File: src/rtl/threshold_hold.sv
// Threshold alarm with N-capture confirmation and a timed release hold.
// Each capture is taken on the falling edge of the upstream DONE strobe.
module threshold_hold #(
  parameter int WIDTH       = 24,
  parameter int CONFIRM     = 3,
  parameter int HOLD_CYCLES = 16
) (
  input  logic             CLK,
  input  logic             RESET_N,
  input  logic [WIDTH-1:0] VALUE,
  input  logic             DONE_IN,
  input  logic [WIDTH-1:0] TH_HI,
  input  logic [WIDTH-1:0] TH_LO,
  input  logic             CLEAR,
  output logic             ALARM,
  output logic             ALARM_PULSE,
  output logic             HOLD_ACTIVE,
  output logic             CFG_ERR,
  output logic [WIDTH-1:0] LAST_VAL,
  output logic [15:0]      EVENT_COUNT
);

  // state   | meaning
  // S_IDLE  | no alarm, waiting for an above-threshold capture
  // S_ARMING| counting consecutive above-threshold captures
  // S_ALARM | alarm asserted
  // S_HOLD  | value fell below TH_LO, alarm held while timer runs
  typedef enum logic [1:0] {S_IDLE, S_ARMING, S_ALARM, S_HOLD} state_t;

  localparam logic [3:0]  CONFIRM_W = 4'(CONFIRM);
  localparam logic [15:0] HOLD_LOAD = 16'(HOLD_CYCLES - 1);

  state_t      state, state_nxt;
  logic [3:0]  cnt, cnt_nxt;
  logic [15:0] timer, timer_nxt;
  logic        pulse_nxt;
  logic        done_q;
  logic        cap, above, below;

  always_comb begin
    cap       = done_q & ~DONE_IN;
    above     = (VALUE >= TH_HI);
    below     = (VALUE < TH_LO);
    state_nxt = state;
    cnt_nxt   = cnt;
    timer_nxt = timer;
    pulse_nxt = 1'b0;

    if (CLEAR || CFG_ERR) begin
      state_nxt = S_IDLE;
      cnt_nxt   = 4'd0;
      timer_nxt = 16'd0;
    end else begin
      case (state)
        S_IDLE: begin
          if (cap && above) begin
            cnt_nxt = 4'd1;
            if (CONFIRM_W == 4'd1) begin
              state_nxt = S_ALARM;
              pulse_nxt = 1'b1;
            end else begin
              state_nxt = S_ARMING;
            end
          end
        end
        S_ARMING: begin
          if (cap) begin
            if (above) begin
              cnt_nxt = cnt + 4'd1;
              if (cnt + 4'd1 == CONFIRM_W) begin
                state_nxt = S_ALARM;
                pulse_nxt = 1'b1;
              end
            end else begin
              state_nxt = S_IDLE;
              cnt_nxt   = 4'd0;
            end
          end
        end
        S_ALARM: begin
          if (cap && below) begin
            state_nxt = S_HOLD;
            timer_nxt = HOLD_LOAD;
          end
        end
        S_HOLD: begin
          // a fresh trip during hold resumes the same event, so no pulse
          if (cap && above) begin
            state_nxt = S_ALARM;
            timer_nxt = 16'd0;
          end else if (timer == 16'd0) begin
            state_nxt = S_IDLE;
            cnt_nxt   = 4'd0;
          end else begin
            timer_nxt = timer - 16'd1;
          end
        end
        default: begin
          state_nxt = S_IDLE;
          cnt_nxt   = 4'd0;
          timer_nxt = 16'd0;
        end
      endcase
    end
  end

  always_ff @(posedge CLK) begin
    if (!RESET_N) begin
      state       <= S_IDLE;
      cnt         <= 4'd0;
      timer       <= 16'd0;
      done_q      <= 1'b0;
      ALARM       <= 1'b0;
      ALARM_PULSE <= 1'b0;
      HOLD_ACTIVE <= 1'b0;
      CFG_ERR     <= 1'b0;
      LAST_VAL    <= '0;
      EVENT_COUNT <= 16'd0;
    end else begin
      state       <= state_nxt;
      cnt         <= cnt_nxt;
      timer       <= timer_nxt;
      done_q      <= DONE_IN;
      ALARM       <= (state_nxt == S_ALARM) || (state_nxt == S_HOLD);
      ALARM_PULSE <= pulse_nxt;
      HOLD_ACTIVE <= (state_nxt == S_HOLD);
      CFG_ERR     <= (TH_LO > TH_HI);
      if (cap)
        LAST_VAL <= VALUE;
      if (pulse_nxt && (EVENT_COUNT != 16'hFFFF))
        EVENT_COUNT <= EVENT_COUNT + 16'd1;
    end
  end

endmodule

File: config.mk
export PLATFORM = sky130hd
export DESIGN_NAME = threshold_hold
export DESIGN_NICKNAME = d
export VERILOG_FILES = /design/src/rtl/threshold_hold.sv
export SDC_FILE = /design/constraint.sdc
export NUM_CORES = 1
export LEC_CHECK = 0
export BUFFER_PORTS_ARGS = -buffer_cell sky130_fd_sc_hd__buf_2
export CORE_MARGIN = 5
export CORE_UTILIZATION = 30
export CTS_BUF_LIST = sky130_fd_sc_hd__clkbuf_8
export DETAILED_ROUTE_END_ITERATION = 10
export GPL_TIMING_DRIVEN = 0
export PLACE_DENSITY_LB_ADDON = 0.12
export SYNTH_ARGS = -nofsm -noshare
export SYNTH_HDL_FRONTEND = slang
export SYNTH_SLANG_ARGS = --single-unit
File: constraint.sdc
create_clock -name CLK -period 6.55 [get_ports CLK]
set_input_delay 0.9825 -clock CLK [delete_from_list [all_inputs] [get_ports CLK]]
set_output_delay 0.9825 -clock CLK [all_outputs]
set_load 0.01 [all_outputs]
[Word-level counts from Yosys, hierarchy flattened]
Cells that the tools add are included.
Word-level totals
  output and inout bits: 44
  ROM bits: 0
  latch bits: 0
  RAM bits: 0
  flip-flop bits (word level): 67
  memories: 0
  logic and storage cells: 68
  input bits: 76
Cells by class
  $add $sub $neg: 3
  bitwise logic cells: 3
  reductions and logical operators: 12
  magnitude comparators: 3
  equality and inequality tests: 13
  shift operators: 0
  multipliers: 0
  muxes and demuxes: 24
  div/mod/pow operators: 0
Operator list (count)
  $mux W16: 3
  $pmux W16 S2: 1
  $ge A24 B24 Y1: 1
  $gt A24 B24 Y1: 1
  $lt A24 B24 Y1: 1
  $mux W4: 5
  $add A16 B1 Y16 const B: 1
  $logic_not A16 Y1: 1
  $mux W2: 8
  $ne A16 B16 Y1 const B: 1
  $sub A16 B1 Y16 const B: 1
  $pmux W4 S3: 1
  $ne A2 B2 Y1 const B: 5
  $eq A2 B2 Y1 const B: 4
  $pmux W2 S4: 1
  $mux W1: 5
  $reduce_and A5 Y1: 1
  $add A4 B1 Y4 const B: 1
  $eq A4 B2 Y1 const B: 1
  $logic_and A1 B1 Y1: 3
  $ne A3 B3 Y1 const B: 1
  $reduce_and A3 Y1: 1
  $reduce_bool A3 Y1: 1
  $eq A2 B1 Y1 const B: 1
  other kinds (6): 8

[Depth between registers and ports, before layout]
  word-level depth: 9
  gate-level depth with buffers: 10
  depth with buffers taken out: 9

[Worst setup path before layout]
OpenSTA, ideal clock, no wires.
  path type: in2reg
  start: in TH_HI[22]
  end: reg cnt[0]
  data required time: 6.464 ns
  arrival time: 2.897 ns
  setup slack: 3.567 ns
  stages: 9
  setup time: 0.086 ns
  path through: inv_1 -> ha_1 -> a21oi_1 -> nand2_1 -> a221oi_1 -> nand2_1 -> o21ai_2 -> mux2_1 -> a221oi_2
On the way
  word-level cells in the longest chain between the ends: 4
  elaborated cells between the ends (all ways): 8
  classes of those cells: 1 x order compare; 2 x eq/ne; 3 x mux; 2 x reduce/logical
Ends and longest elaborated chain
  start: declaration: line 12  | input logic [WIDTH-1:0] TH_HI,
  $ge A24 B24 Y1 *: line 42  | above = (VALUE >= TH_HI);
  $mux W4 / $logic_and A1 B1 Y1 (equally long branches): line 68, 56, 88
  $mux W4 / $ne A2 B2 Y1 (equally long branches)
  $pmux W4 S3 / $reduce_and A5 Y1 (equally long branches)
  end signal: assignment: line 121  | cnt <= cnt_nxt;
  end: declaration: line 34  | logic [3:0] cnt, cnt_nxt;
Mark *: on every way between the ends. The rest lies on a longest branch, timed or not. The select of a mux whose other input is x is not followed.
A chain may end at the register's enable or synchronous reset.

[Worst setup path after layout]
  start: in VALUE[15]
  end: reg cnt[0]
On the way
  word-level cells in the longest chain between the ends: 4
  elaborated cells between the ends (all ways): 8
  classes of those cells: 1 x order compare; 2 x eq/ne; 3 x mux; 2 x reduce/logical
Ends and longest elaborated chain
  start: declaration: line 10  | input logic [WIDTH-1:0] VALUE,
  $ge A24 B24 Y1 *: line 42
  $mux W4 / $logic_and A1 B1 Y1 (equally long branches): line 68, 56, 88
  $mux W4 / $ne A2 B2 Y1 (equally long branches)
  $pmux W4 S3 / $reduce_and A5 Y1 (equally long branches)
Marked as above.

==> results.py <==
metrics = {
    "run_status": {
        "status": "completed",
    },
    "cts": {
        "clock_latency_ns": 0.36,
        "clock_sinks": 67,
        "numCtsBuffers": 9,
        "holdBufCountCts": 0,
        "cts_root_buf": "clkbuf_8",
        "cts_setup_buffers": 0,
        "cts_resized": 0,
        "cts.reportedPaths.clkPinSlew_ns": 0.07,
        "cts_buffer_depth": 2,
        "htree_levels": 3,
        "cts_tree": "yes",
    },
    "routing": {
        "antenna_left": 0,
        "wl_per_cell_um": 15.74,
        "drtIter0Drc": 257,
        "drt_pass1_iterations": 4,
        "routed-via-count": 5079,
        "drc": 0,
        "viasPerCell": 5.044,
        "wirelength_um": 15850,
    },
    "floorplanning": {
        "die_h_um": 140.5,
        "initial_utilization_pct": 30.71,
        "pin_count": 120,
        "die_w_um": 140.5,
        "coreArea_sq_um": 16640,
        "fp-row-count": 47,
        "fp.dieArea_sq_um": 19750,
    },
    "sta": {
        "fin_crit_sh_pct": 48.02,
        "fin_skew_ns": 0.009771,
        "setup_viol": 0,
        "worst_pin_slew_ns": 0.7267,
        "fmaxAchievable_mhz": 317.9,
        "rsz0062_at_grt": "false",
        "fin_tns_setup_ns": 0,
        "finalHoldViolCount": 0,
        "slew_headroom_pct": 51.55,
        "drv_slew": 0,
        "post-route-min-period_ns": 3.145,
    },
    "global_routing": {
        "grt_start_max_net_pins": 11,
        "grt_overflow": 0,
        "grt_usage_pct": 16.09,
        "antenna_found_initial": 1,
        "grt_pass1_vias": 5177,
        "grt_pass1_wl_um": 25760,
    },
    "synth": {
        "synthesis.nets": 804,
        "synth_warnings": 0,
        "async_flop_share_pct": 0,
        "syn_inst": 653,
        "ys_seq_area_share_pct": 26.24,
        "synth_area_sq_um": 5111,
        "synth_edf_count": 0,
        "netlist_top_cells_count": "108 x nand2_1, 75 x ha_1, 68 x a21oi_1",
        "synth_flop_cell": "dfxtp_1",
        "synth_most_common_cell": "nand2_1",
        "synth_seq_cells": 67,
        "synth.top_cell.area_share_pct": 26.24,
        "synth_area_leaders": "dfxtp_1 26%, ha_1 18%, nand2_1 7.9%, a21oi_1 6.7%, inv_1 4.1%",
        "synth.distinct_cells": 66,
        "post-synth-top-area-cell": "dfxtp_1",
        "avgSynthCellArea_sq_um": 7.827,
    },
    "setup_path": {
        "cp-end-kind": "flip-flop",
        "r2r_slack_ns": 3.80,
        "crit_type": "primary input to flip-flop",
        "required_ns": 6.82,
        "worst_setup_path_start_kind": "primary input",
        "worstPathArrival_ns": 3.42,
        "critPathMaxFanout": 4,
    },
    "placed_design": {
        "dp_hpwl_um": 12680,
        "portBuffers": 118,
        "place_area_sq_um": 5977,
        "finalWeightedCongestion": 0.8358,
        "dp.cells": 991,
    },
    "min_path": {
        "hp-class": "flip-flop to flip-flop",
    },
    "layout": {
        "area_delta_synth_final_pct": 20.78,
        "finalInstanceArea_sq_um": 6173,
        "final_util_pct": 37.10,
        "nNetsFinal": 933,
        "drive_gt1_share_pct": 20.61,
        "fin_cells": 1007,
    },
    "flow_run": {
        "cap_violations": 0,
    },
    "power_and_ir_drop": {
        "power.total_uw": 964.2,
        "max-vdd-ir-drop_mv": 0.07405,
        "p_leak_uw": 0.002815,
        "powerDensity_nw_per_um2": 156.2,
    },
}
## cell families after synthesis
logic type / synth area share, %
AND/OR/NAND/NOR: 27.37
XOR/XNOR: 0.3428
AO/OA/AOI/OAI: 18.51
buffers and inverters: 6.218
multiplexers: 2.962
adder cells (fa/ha/maj): 18.36
flip-flops: 26.24
## routing by layer
| metal | part of all wire (%) | GRT usage (%) |
|---|---|---|
| met1 | 47 | 21.00 |
| met2 | 46 | 26.44 |
| met3 | 4.7 | 2.863 |
| met4 | 1.6 | 6.119 |
| met5 | 0 | 0 |
## worst max-delay path, stage by stage
cell and delay (ns):
buf_2 0.13, ha_1 0.30, nand2_1 0.14, o21ai_0 0.15, a221oi_1 0.54, nand2_1 0.31, o21ai_2 0.24, mux2_1 0.36
a221oi_2 0.25
## worst paths after layout
| kind | from | to | cells past startpoint |
|---|---|---|---|
| worst max-delay path | VALUE[15] | cnt[0]$_SDFFE_PP0P_ | 9 |
| worst min-delay path | LAST_VAL[12]$_SDFFE_PN0P_ | LAST_VAL[12]$_SDFFE_PN0P_ | 2 |
| worst max register to register | timer[0]$_SDFFE_PP0P_ | timer[6]$_SDFFE_PP0P_ | 10 |
| worst min register to register | LAST_VAL[12]$_SDFFE_PN0P_ | LAST_VAL[12]$_SDFFE_PN0P_ | 2 |
## report_power, final
part	internal, uW	switching, uW
logic	74.4	114
clock network	191	168
registers	413	3.50
total	679	285
## area by class of cell
class                           instances  area (sq um)
Clock inverter                          4         42.54
Multi-Input combinational cell        506          3452
Antenna cell                            1         2.502
Clock buffer                           11         151.4
Sequential cell                        67          1341
Fill cell                            1792         10470
Timing Repair Buffer                  118         590.6
Tap cell                              220         275.3
Buffer                                 23         103.9
Inverter                               57         214.0
## metrics by stage
step                      setup WS [ns]  hold slack, ns
after detailed placement          2.999          0.4456
after global placement            3.048          0.4421
after floorplan                   3.567          0.4435
after global routing              3.142          0.4694
final                             3.405          0.4524
after CTS                         3.370          0.4572
## registers in the layout (all words and copies together), names as in the netlist
register     flops
LAST_VAL        24
EVENT_COUNT     16
timer           16
cnt              4
state            2
ALARM            1
ALARM_PULSE      1
CFG_ERR          1
HOLD_ACTIVE      1
done_q           1
## layout by cell type (no fill, tap or decap), types with 3 or more instances in the layout
cell type  count
a211oi_1       3
a21o_1         8
a21oi_1       68
a221oi_1       3
a22oi_1        4
a31oi_1        4
and2_1         5
and3_1         5
buf_1          4
buf_2        123
clkbuf_1      12
clkbuf_8      11
dfxtp_1       67
ha_1          75
inv_1         58
mux2i_1       14
nand2_1      108
nand2b_1      17
nand3_1       15
nand4_1       18
nand4b_1       4
nor2_1        25
nor2b_1        7
nor3_1        15
nor3b_1        4
nor4_1         9
nor4_2         4
o2111ai_1      3
o211ai_1       3
o21a_1         4
o21ai_0       33
o31ai_1        4
or3_1          6
or4_1          3
(Power assumes the default switching activity.)
